## config.mk

```make
export PLATFORM = sky130hd
export DESIGN_NAME = int_ctrl
export DESIGN_NICKNAME = d
export VERILOG_FILES = /design/src/rtl/int_pkg.sv /design/src/rtl/int_pend_latch.sv /design/src/rtl/int_ctrl.sv
export SDC_FILE = /design/constraint.sdc
export NUM_CORES = 1
export LEC_CHECK = 0
export CORE_ASPECT_RATIO = 0.5
export CORE_MARGIN = 2
export CORE_UTILIZATION = 42
export DETAILED_ROUTE_END_ITERATION = 12
export PLACE_DENSITY = 0.79
export SYNTH_ARGS = -nofsm -noshare
export SYNTH_HDL_FRONTEND = slang
export SYNTH_SLANG_ARGS = --single-unit
export TNS_END_PERCENT = 1
```

## constraint.sdc

```tcl
create_clock -name clock -period 1.85 [get_ports clock]
set_clock_uncertainty 0.2 [all_clocks]
set_input_delay 0.555 -clock clock [delete_from_list [all_inputs] [get_ports clock]]
set_output_delay 0.555 -clock clock [all_outputs]
set_load 0.01 [all_outputs]
```

## src/rtl/int_pkg.sv

```systemverilog
// Shared constants, types and helpers for the interrupt controller.
package int_pkg;

  localparam int unsigned NumSrc    = 5;
  localparam int unsigned IdxW      = 3;
  localparam int unsigned NumLvl    = 2;
  localparam logic [15:0] VecBase   = 16'h0003;
  localparam int unsigned VecStride = 8;

  typedef logic [IdxW-1:0] src_idx_t;

  localparam src_idx_t SrcEx0    = 3'd0;
  localparam src_idx_t SrcT0     = 3'd1;
  localparam src_idx_t SrcEx1    = 3'd2;
  localparam src_idx_t SrcT1     = 3'd3;
  localparam src_idx_t SrcSerial = 3'd4;

  typedef enum logic [1:0] {
    StIdle,
    StPushLo,
    StPushHi,
    StVector
  } int_state_e;

  function automatic logic [15:0] vector_addr(src_idx_t idx);
    logic [15:0] offset;
    offset = 16'(idx) * 16'(VecStride);
    return VecBase + offset;
  endfunction

  // Lowest set index wins; scanning downwards leaves the lowest one last.
  function automatic src_idx_t lowest_idx(logic [NumSrc-1:0] v);
    src_idx_t idx;
    idx = '0;
    for (int i = NumSrc - 1; i >= 0; i--) begin
      if (v[i]) idx = src_idx_t'(i);
    end
    return idx;
  endfunction

endpackage

```

## src/rtl/int_pend_latch.sv

```systemverilog
// One interrupt source: rising-edge detector feeding a sticky pending bit.
module int_pend_latch (
  input  logic clock,
  input  logic reset,
  input  logic irq_i,
  input  logic clr_i,
  output logic pending_o
);

  logic irq_q;
  logic pend_q, pend_d;

  // A new edge beats a simultaneous clear so no request is lost.
  always_comb begin
    pend_d = pend_q;
    if (clr_i) pend_d = 1'b0;
    if (irq_i && !irq_q) pend_d = 1'b1;
  end

  always_ff @(posedge clock) begin
    if (reset) begin
      irq_q  <= 1'b0;
      pend_q <= 1'b0;
    end else begin
      irq_q  <= irq_i;
      pend_q <= pend_d;
    end
  end

  assign pending_o = pend_q;

endmodule

```

## src/rtl/int_ctrl.sv

```systemverilog
// Interrupt controller: arbitration, PC push and vectoring sequence.
// Define INT_PRIO_NEST_EN for two priority levels with high-over-low nesting.
module int_ctrl
  import int_pkg::*;
(
  input  logic              clock,
  input  logic              reset,
  input  logic [NumSrc-1:0] irq,
  input  logic              ea,
  input  logic [NumSrc-1:0] ie_mask,
  input  logic [NumSrc-1:0] ip,
  input  logic              cpu_int_en,
  input  logic              reti,
  input  logic [15:0]       pc_in,
  output logic              int_req,    // stall request ("int" is a reserved word)
  output logic              stack_push,
  output logic [7:0]        stack_data,
  output logic              pc_load,
  output logic [15:0]       pc_vector,
  output logic [NumLvl-1:0] in_service
);

  logic [NumSrc-1:0] pending, pend_clr, eligible;
  logic [NumLvl-1:0] in_service_q, in_service_d, svc_set, svc_clr;

  int_state_e  state_q, state_d;
  logic [15:0] cap_pc_q, cap_pc_d;
  src_idx_t    cap_idx_q, cap_idx_d;
  logic        cap_lvl_q, cap_lvl_d;

  logic     win_found;
  src_idx_t win_idx;
  logic     win_lvl;

  for (genvar g = 0; g < NumSrc; g++) begin : g_pend
    int_pend_latch u_pend (
      .clock     (clock),
      .reset     (reset),
      .irq_i     (irq[g]),
      .clr_i     (pend_clr[g]),
      .pending_o (pending[g])
    );
  end

  assign eligible = pending & ie_mask & {NumSrc{ea}};

`ifdef INT_PRIO_NEST_EN
  logic [NumSrc-1:0] hi_cand, lo_cand;
  assign hi_cand = eligible & ip;
  assign lo_cand = eligible & ~ip;

  // A level may only enter when it is above the highest level in service.
  always_comb begin
    win_found = 1'b0;
    win_idx   = '0;
    win_lvl   = 1'b0;
    if (!in_service_q[1] && (|hi_cand)) begin
      win_found = 1'b1;
      win_idx   = lowest_idx(hi_cand);
      win_lvl   = 1'b1;
    end else if ((in_service_q == '0) && (|lo_cand)) begin
      win_found = 1'b1;
      win_idx   = lowest_idx(lo_cand);
    end
  end
`else
  logic unused_ip;
  assign unused_ip = ^ip;

  // Single level: nothing enters while a service routine is running.
  always_comb begin
    win_found = 1'b0;
    win_idx   = '0;
    win_lvl   = 1'b0;
    if (!in_service_q[0] && (|eligible)) begin
      win_found = 1'b1;
      win_idx   = lowest_idx(eligible);
    end
  end
`endif

  always_comb begin
    state_d   = state_q;
    cap_pc_d  = cap_pc_q;
    cap_idx_d = cap_idx_q;
    cap_lvl_d = cap_lvl_q;
    pend_clr  = '0;
    svc_set   = '0;
    unique case (state_q)
      StIdle: begin
        if (cpu_int_en && win_found) begin
          state_d   = StPushLo;
          cap_pc_d  = pc_in;
          cap_idx_d = win_idx;
          cap_lvl_d = win_lvl;
        end
      end
      StPushLo: state_d = StPushHi;
      StPushHi: state_d = StVector;
      StVector: begin
        state_d             = StIdle;
        pend_clr[cap_idx_q] = 1'b1;
        svc_set[cap_lvl_q]  = 1'b1;
      end
      default: state_d = StIdle;
    endcase
  end

  // RETI retires the highest active level; with nothing active it is a no-op.
  always_comb begin
    svc_clr = '0;
    if (reti) begin
      if (in_service_q[1])      svc_clr = 2'b10;
      else if (in_service_q[0]) svc_clr = 2'b01;
    end
    in_service_d = (in_service_q & ~svc_clr) | svc_set;
  end

  always_ff @(posedge clock) begin
    if (reset) begin
      state_q      <= StIdle;
      cap_pc_q     <= '0;
      cap_idx_q    <= '0;
      cap_lvl_q    <= 1'b0;
      in_service_q <= '0;
    end else begin
      state_q      <= state_d;
      cap_pc_q     <= cap_pc_d;
      cap_idx_q    <= cap_idx_d;
      cap_lvl_q    <= cap_lvl_d;
      in_service_q <= in_service_d;
    end
  end

  always_comb begin
    int_req    = (state_q != StIdle);
    stack_push = 1'b0;
    stack_data = '0;
    pc_load    = 1'b0;
    pc_vector  = '0;
    unique case (state_q)
      StPushLo: begin
        stack_push = 1'b1;
        stack_data = cap_pc_q[7:0];
      end
      StPushHi: begin
        stack_push = 1'b1;
        stack_data = cap_pc_q[15:8];
      end
      StVector: begin
        pc_load   = 1'b1;
        pc_vector = vector_addr(cap_idx_q);
      end
      default: ;
    endcase
  end

  assign in_service = in_service_q;

endmodule
```

-- Word level (Yosys, flattened, before mapping)
Cells that the tools add are included.
- $add $sub $neg: 1
- order comparisons: 2
- equal/unequal tests: 4
- mux-type cells: 30
- bitwise operators: 5
- reductions and logical operators: 24
- operator list (kind ; number):
    3-bit 2-to-1 mux ; 6
    1-bit 2-to-1 mux ; 16
    8-bit one-hot mux with 2 select lines ; 1
    2-bit nonzero test ; 6
    5-bit AND ; 2
    1-bit logical AND ; 8
    2-bit one-hot mux with 4 select lines ; 1
    2-bit by 6-bit adder with 7-bit output, first input constant ; 1
    7-bit 2-to-1 mux ; 1
    1-bit logical NOT ; 6
    2-bit 2-to-1 mux ; 3
    5-bit 2-to-1 mux ; 1
    5-bit OR reduction ; 1
    2-bit equality test, second input constant ; 2
    3-bit by 4-bit < comparator with 1-bit output, second input constant ; 1
    1-bit demux with 3-bit select ; 1
    3-bit by 1-bit greater-or-equal comparator with 1-bit output, second input constant ; 1
    2-bit AND ; 1
    2-bit by 1-bit equality test with 1-bit output, second input constant ; 1
    2-bit logical NOT ; 1
    2-bit inequality test, second input constant ; 1
    2-bit NOT ; 1
    2-bit bitwise OR ; 1
    2-bit AND reduction ; 1
    2-bit OR reduction ; 1
- register bits after elaboration: 33
- input port bits: 36
- output and inout bits: 29
- word-level logic and storage cells: 80

-- Logic depth before layout (Yosys ltp)
Gate-level depths: netlist of run 1.
- depth in word-level cells: 8
- depth in mapped cells: 7
- depth with buffers taken out: 6

-- Cells and area by module
From an unflattened synthesis of run 1, not the netlist that was laid out.
- cell total of the unflattened synthesis: 169
- area total of the unflattened synthesis: 1592.8 sq um
- modules (own cells, without submodules) (module ; times used ; cells each ; area an instance (sq um) ; seq. area each (sq um)):
    int_ctrl ; 1 ; 139 ; 1255.0 ; 460.4
    int_pend_latch ; 5 ; 6 ; 67.6 ; 40.0

-- Worst setup path before layout of run 1
No wires, ideal clock.
- path type: register to output
- start point: register state_q[0]
- end point: output port stack_data[0]
- arrival: 1.083 ns
- data required time: 1.095 ns
- setup slack: 0.012 ns
- stages on the path, launching flop included: 6
- buffers on the path: 1
- cell sequence: dfxtp_1 > inv_1 > ha_1 > clkbuf_1 > a22oi_1 > nor2b_1
- longest elaborated chain between the ends: 2
- elaborated cells on any way between the ends: 3
- those cells by class: 2 x eq/ne; 1 x mux
- RTL lines (what ; line ; RTL):
    start, declared ; int_ctrl.sv:26 ; int_state_e state_q, state_d;
    start signal, assigned ; int_ctrl.sv:121 ; state_q <= StIdle;
    start signal, assigned ; int_ctrl.sv:127 ; state_q <= state_d;
    2-bit equality test or 2-bit by 1-bit equality test with 1-bit output (tied branches) ; int_ctrl.sv:141 ; unique case (state_q)
    8-bit one-hot mux with 2 select lines (*) ; int_ctrl.sv:141 ;
    end, declared ; int_ctrl.sv:17 ; output logic [7:0] stack_data,
Every way passes the cells marked *; elsewhere a longest branch is shown, timed or not.

-- Worst setup path after layout of run 1
- start point: register state_q[0]
- end point: output port stack_data[7]
Same word-level chain as after synthesis.

==> metrics list, run 1 <==
- The smallest clock period supported by the final layout is computed as 2.19 ns.
* Hold Crit Depth: 2
- Data on the critical path arrives at its endpoint at 1.44 ns.
- Synthesis produced 166 cells.
* Worst IR Drop VDD: 0.000541 V
- Critical path class: reg2out
- Final hold analysis gives a worst-case slack of 0.286 ns.
* Core utilization of the finished layout: 68.7%
* Setup TNS: -4.98 ns
* Detailed-route wire length: 3910 um
* Residual DRC: 0
- Detail Route met2 WL: 1970 um
- Number of buffers inserted by hold repair at cts: 0
* Post-synthesis compound-gate area fraction: 14.3%
- Fraction of synthesized cell area in xor and xnor cells: 0%
- Total gr overflow: 0
- In this run the horizontal extent of the chip is 90.5 um.
- In the final layout, the share of cells above drive strength 1 is 30.5%.
* Global placer's final weighted congestion: 0.785
- The critical path crosses 5 cells after its start point.
* Final slew viol count: 0
* Root cell of the clock tree: clkbuf_8
- Buf+Inv Stages, Crit Path: 3
- Post-synthesis sequential element count: 33
- Final worst setup slack: -0.342 ns
- Area Growth Syn to Fin: 53.3%
* Total of max-cap violations: 0
* Number of standard-cell rows in the floorplan: 15
- Type of origin of the critical path: register
* Vias per std cell: 4.83
* Max Clock Freq: 0.456 GHz
* Antenna violations before repair: 0
- Critical Path Slowest Stage Cell: dfxtp_2
* Count of nets left with antenna violations after detail routing: 0
- Relative contribution of combinational cells to total power: 33.7%
- The H-tree generated during clock tree synthesis spans 2 levels.
* CTS buffer count: 5
* Synthesized area per cell: 9.47 um2
- Count of final setup violators: 35
- The startpoint identified for the worst register-to-register timing path is state_q[0].
- Buffers placed on the I/O ports in this run total 48.
- Net switching is 29.4% of the power.
- The internal power of the cells totals 1490 uW.
- Sw Pwr: 623 uW
- Adder-cell area share of the yosys netlist: 3.98%
- Initial core utilization: 44.8%
- Dividing total power by cell area gives a power density of 878 mW/mm2.
- The die is 47.3 um tall.
- After clock tree synthesis, the clock-pin slew on the worst setup and hold paths is 0.07 ns.
- The die covers 0.00428 mm2.
- The endpoint identified for the worst register-to-register timing path is cap_pc_q[5].
* Top Layer Used: met4
* M1 wire length: 1720 um
- Top delay family on crit path: flip-flops
- Routed length per placed instance: 13.6 um
- Sequential fraction of design power: 37.9%
- Measured against the total synthesized area, the mux share comes to 10.8%.
- Maximum count of clock buffers along a single path: 2
* Critical-path maximum fanout: 10
- The first global-routing pass estimated 6140 um of wire.
* Vias after detailed routing: 1387
- After synthesis, the largest family of logic cells by area is simple AND/OR/NAND/NOR gates.
- Number of detailed-route iterations in the first pass: 4
* Number of clock sinks seen by CTS: 33
- Post-synthesis share of cell area spent on and, or, nand and nor gates: 18.9%
- Netlist cell types: 30
- Final nets: 276
- After synthesis, flip-flops and latches occupy 42.0% of the total area.
* Setup slack, reg-to-reg: -0.15 ns
* Share of the clock period used by the worst path: 118%
* HPWL after detailed placement: 2620 um
* Cell leakage power: 0.000966 uW
- After detailed routing, the met3 layer carries 197 um of wire.
* Netlist Area Pre-Place: 0.00157 mm2
- Initial DRC Count: 35
- Violations in the final reports: negative setup slack
* Outcome: finished with violations
- Path depth of the worst reg2reg path: 9
- Critical Path, Cell by Cell: inv_2 -> buf_4 -> ha_4 -> nor2b_2 -> buf_2
* Req. time, crit path: 1.09 ns
* Fill cell count: 274
- Hold path startpoint: g_pend[1].u_pend.irq_q
- Maximum number of pins on one net before global-route repair: 34
- In the global route stage, overall resource usage came out at 18.7%.
* Endpoint kind of the worst setup timing path: output pin
- Antenna diode instance count: 0
* Unrepaired setup endpoints after global routing: yes
- Worst-Skew Late Latency: 0.28 ns
* Proportion of power drawn by the clock network: 28.4%
- Worst hold path type: reg2reg
* Stage delay of the slowest cell on the critical path: 0.36 ns
- Yosys warning total: 0
* I/O pin total: 65
* Min-Delay Endpoint: g_pend[1].u_pend.pending_o
- Clock tree from TritonCTS: yes
- Number of hold violations in the final report: 0
- Vias in the first global route: 1318
* Standard cell core area: 0.00351 mm2
## worst max path at each step
stage                    endpoint  slack (ns)  startpoint
floorplan           stack_data[0]        0.01  state_q[0]
detailed placement  stack_data[6]       -0.48  state_q[0]
CTS                 stack_data[7]       -0.32  state_q[0]
global placement    stack_data[7]       -0.46  state_q[0]
finish              stack_data[7]       -0.34  state_q[0]
global route        stack_data[6]       -0.40  state_q[0]
## cell usage in the layout (no fill, tap or decap), types with 2 or more instances in the layout
cell type and instances:
dfxtp_1 31, clkdlybuf4s50_1 27, clkbuf_8 7, a21oi_1 9
nand2_1 3, a22oi_2 9, nand4b_1 2, buf_6 15
o21ai_0 3, dfxtp_2 2, mux2i_1 17, conb_1 11
inv_1 2, ha_4 5, o31ai_1 2, nor2b_1 12
dlygate4sd2_1 5, nand2b_1 11, buf_2 12, buf_4 11
and2_1 2, nor2_1 20
## metrics by stage
stage / std cells / power (uW) / setup WS [ns] / area [um2]
6_report: 287 / 2120 / -0.342 / 2410
5_1_grt: 287 / 2210 / -0.397 / 2410
4_1_cts: 287 / 2090 / -0.318 / 2400
3_5_place_dp: 278 / 1380 / -0.485 / 2200
3_3_place_gp: 278 / 1360 / -0.462 / 2200
2_1_floorplan: 176 / 1100 / 0.0121 / 1610
## layer usage
metal	vias up	track usage (%)
met1	662	21.9
met5	-	0
met2	37	34.9
met4	0	5.54
met3	3	5.62
li1	685	-
## repair_timing
item	CTS	global route
setup endpoints to repair	38	36
gates resized for setup	103	6
pin swaps	14	2
buffers inserted	1	0
hold endpoints to repair	0	0
## sequential cells by signal, summed over array words and instances, names as in the netlist
register	flops
in_service	2
g_pend.u_pend.pending_o	5
state_q	2
g_pend.u_pend.irq_q	5
cap_idx_q	3
cap_pc_q	16
## synthesized netlist by cell type (all sizes together)
master,count,area share [%]
dfxtp,33,42
clkbuf,5,1.2
conb,1,0.24
o21ai,3,0.95
o31ai,2,0.95
nand4b,2,1.1
nor2,20,4.8
mux2i,17,11
nand2b,11,4.4
a21oi,9,2.9
a22oi,10,6.0
buf,15,7.6
o21ba,1,0.64
nand2,4,0.95
nor2b,13,5.2
a32oi,1,0.56
inv,4,0.95
a31oi,1,0.80
ha,5,4.0
nor3b,1,0.48
nor3,1,0.32
a21boi,1,0.48
a211oi,1,0.48
nand3b,1,0.48
a32o,1,0.64
nand4,1,0.40
and2,2,0.80
## cell families after synthesis
logic type,after synthesis
compound gates,30
fa+ha+maj,5
buf+inv,24
flops,33
mux,17
other cells,1
simple gates,56
## final cells by class
cell class	count	area, um2	area share [%]
multi-input cells	119	908	37.7
flip-flops and latches	33	663	27.5
repair buffers	72	657	27.2
clock buffers	7	96.3	4.00
well taps	51	63.8	2.65
inverters	4	17.5	0.727
clock inverters	1	5.00	0.208
## tightest hold or removal path, delay by kind of cell, from the launching register on
| kind | cells | cell delay, ns |
|---|---|---|
| DFF | 1 | 0.30 |
| and+or+nand+nor | 1 | 0.09 |
| AOI/OAI and AO/OA | 1 | 0.05 |
## power groups by stage
stage	combinational [uW]	sequential [uW]	clock (uW)
after CTS	681	799	610
after detailed placement	575	803	0
after global routing	760	806	641
final	713	802	601
after floorplan	297	802	0
after global placement	561	801	0
Note: power is estimated with default switching activity, not from simulation.
==> inputs of run 2 (changes only) <==
--- a/config.mk
+++ b/config.mk
@@ -5,6 +5,7 @@
 export SDC_FILE = /design/constraint.sdc
 export NUM_CORES = 1
 export LEC_CHECK = 0
+export CAP_MARGIN = 40
 export CORE_ASPECT_RATIO = 0.5
 export CORE_MARGIN = 2
 export CORE_UTILIZATION = 42
==> results of run 2 <==
No change in the layout: final DEF, timing and power equal those of run 1.
==> inputs of run 3 (changes only) <==
==> constraint.sdc (replaced) <==
create_clock -name clock -period 2.4 [get_ports clock]
set_clock_uncertainty 0.2 [all_clocks]
set_input_delay 0.72 -clock clock [delete_from_list [all_inputs] [get_ports clock]]
set_output_delay 0.72 -clock clock [all_outputs]
set_load 0.01 [all_outputs]
==> metrics list, run 3 (synthesis gave the netlist of run 1 again) <==
- The data required time at the worst endpoint was 1.48 ns (+0.39 ns).
- Area Growth Syn to Fin: 42.6%
- The count of antenna diodes in the layout was 0 (unchanged).
- Number of buffers added on ports: 48 (unchanged)
- The data arrival at the endpoint of the critical path came to 1.49 ns (+0.05 ns).
- Sequential fraction of design power: 42.7% (+4.8 points)
- Die Outline Area: 0.00428 mm2 (unchanged)
- The die width was 90.5 um (unchanged).
* Final slew viol count: 0 (unchanged)
* Number of standard-cell rows in the floorplan: 15 (unchanged)
- Outcome: finished with violations
- The final standard cell utilization of the core is 63.9% (-4.8 points).
* Unrepaired setup endpoints after global routing: yes
- Commonest cells after routing, fill and taps aside: 32 x dfxtp_1, 32 x clkdlybuf4s50_1, 20 x nor2_1, 17 x mux2i_1, 17 x buf_4
* Total of max-cap violations: 0 (unchanged)
- Maximum number of pins on one net before global-route repair: 34 (unchanged)
- The largest driver fanout on the critical path is 4 (-6).
* Number of buffers inserted by hold repair at cts: 0 (unchanged)
- In this design, the critical path's most frequently occurring cell is buf_4.
- Number of clock sinks seen by CTS: 33 (unchanged)
- The chip height is 47.3 um (unchanged).
- The static leakage was 0.000938 uW (-2.9%).
- Placed instance area: 0.00214 mm2 (-2.6%)
- The standard cell core area came to 0.00351 mm2 (unchanged).
- Final critical delay including setup and external delays: 2.41 ns
- The number of DRC markers in iteration 0 is 32 (-8.6%).
- The worst setup path is captured at an output pin.
* Worst hold path type: reg2reg
* Flip-flop count of the largest register after layout: 16 (unchanged)
* Initial core utilization: 44.8% (unchanged)
- The peak supply drop is 0.000290 V (-46%).
* Violations in the final reports: negative setup slack
- The maximum buffer depth of the clock tree is 2 (unchanged).
- The internal power came to 1020 uW (-32%).
- The critical path goes through buf_4 -> ha_4 -> buf_4 -> a22oi_2 -> nor2b_1 -> clkdlybuf4s15_2.
- Critical path class: reg2out
- Worst setup slack before clock tree synthesis: -0.0753 ns (+0.409 ns)
* Stage delay of the slowest cell on the critical path: 0.31 ns (-0.05 ns)
- The number of antenna violations at the first check in global routing was 0 (unchanged).
* Register with the highest flop count: cap_pc_q
- The number of design rule violations left after detail routing was 0 (unchanged).
* Count of nets left with antenna violations after detail routing: 0 (unchanged)
- The clock-pin slew reported for the worst setup and hold paths after clock tree synthesis is 0.06 ns (about the same).
- Critical Path Slowest Stage Cell: dfxtp_1
- Routed length per placed instance: 12.4 um (-9.2%)
* Share of the clock period used by the worst path: 100%
- Final Instance Area: 0.00224 mm2 (-7.0%)
- The placed instance count was 272 (-2.2%).
* Number of detailed-route iterations in the first pass: 5 (+1)
- Total gr overflow: 0 (unchanged)
- Root cell of the clock tree: clkbuf_8
* Vias after detailed routing: 1321 (-4.8%)
- CTS buffer count: 5 (unchanged)
* Share of layout cells above drive strength 1: 19.8% (-11 points)
- The power per standard cell area is 637 mW/mm2 (-27%).
- H-Tree Level Count: 2 (unchanged)
- The share of power burned in the clock network is 26.4% (-2.0 points).
* Vias per std cell: 4.75 (-1.7%)
* Final total power: 1430 uW (-32%)
- The latest clock arrival within the worst-skew pair is 0.28 ns (about the same).
- The combinational power share came to 30.9% (-2.8 points).
- Detailed-route wire length: 3440 um (-12%)
* Final worst setup slack: -0.0110 ns (+0.331 ns)
* Max Clock Freq: 0.415 GHz
* HPWL after detailed placement: 2490 um (-5.0%)
* Gr usage total: 16.6% (-2.1 points)
- STA classifies the critical path startpoint as a register.
- Wire length of the first global-routing pass: 5430 um (-12%)
- Clock tree from TritonCTS: yes
* Net switching fraction of the power: 28.6% (-0.77 points)
- Global placer's final weighted congestion: 0.828 (+5.5%)
* Number of hold violations in the final report: 0 (unchanged)
- Fill cell count: 296 (+8.0%)
- Vias in the first global route: 1160 (-12%)
- The net switching component of the power came to 409 uW (-34%).
* I/O pin total: 65 (unchanged)
* Count of final setup violators: 1 (-97%)
- Final nets: 269 (-2.5%)
- The post-layout instance count excluding filler cells is 278 (-3.1%).
-- run 3: power groups by stage --
| stage | Clock (uW) | Combinational (uW) | Sequential [uW] |
|---|---|---|---|
| finish | 378 | 441 | 610 |
| global route | 410 | 485 | 614 |
| CTS | 385 | 430 | 608 |
| detailed placement | 0 | 416 | 620 |
| global placement | 0 | 407 | 618 |
| floorplan | 0 | 229 | 618 |
-- run 3: cell type report --
class	count	area (um2)	area share, %
Clock buffer	5	68.8	3.07
Timing Repair Buffer	65	576	25.7
Clock inverter	1	5.00	0.223
Sequential cell	33	662	29.5
Multi-Input combinational cell	119	853	38.0
Inverter	4	15.0	0.669
Tap cell	51	63.8	2.84
-- run 3: through the flow --
| step | hold slack, ns | TNS, ns |
|---|---|---|
| after floorplan | 0.258 | 0 |
| after global placement | 0.271 | -0.356 |
| after detailed placement | 0.274 | -0.478 |
| after CTS | 0.283 | -0.155 |
| after global routing | 0.302 | -0.140 |
| final | 0.281 | -0.0110 |
-- run 3: path summary, 6_finish.rpt --
check	to	start	cells after the start	slack, ns
worst max-delay path	stack_data[4]	state_q[0]	6	-0.01
worst min-delay path	g_pend[1].u_pend.pending_o	g_pend[1].u_pend.irq_q	2	0.28
worst max register to register	cap_pc_q[14]	state_q[0]	8	0.42
worst min register to register	g_pend[1].u_pend.pending_o	g_pend[1].u_pend.irq_q	2	0.28
-- run 3: metal layers --
layer	global-route usage (%)	vias up	part of all wire, %	wire [um]
li1	-	664	-	-
met4	8.00	0	1.5	53
met2	28.1	42	46	1600
met1	20.5	609	47	1600
met5	0	-	0	0
met3	4.82	6	5.4	187
-- run 3: worst max-delay path: cells and delay by family (launching register included) --
kind                     cells  cell delay, ns
adder cells (fa/ha/maj)      1            0.16
flip-flops                   1            0.31
AND/OR/NAND/NOR              1            0.06
AO/OA/AOI/OAI                1            0.17
buffers and inverters        3            0.51
-- run 3: timing repair --
action                                  in CTS  in global routing
pin swaps                                    0                  0
setup buffers                                0                  0
resized for setup                           40                 11
endpoints found under the setup margin      16                 12
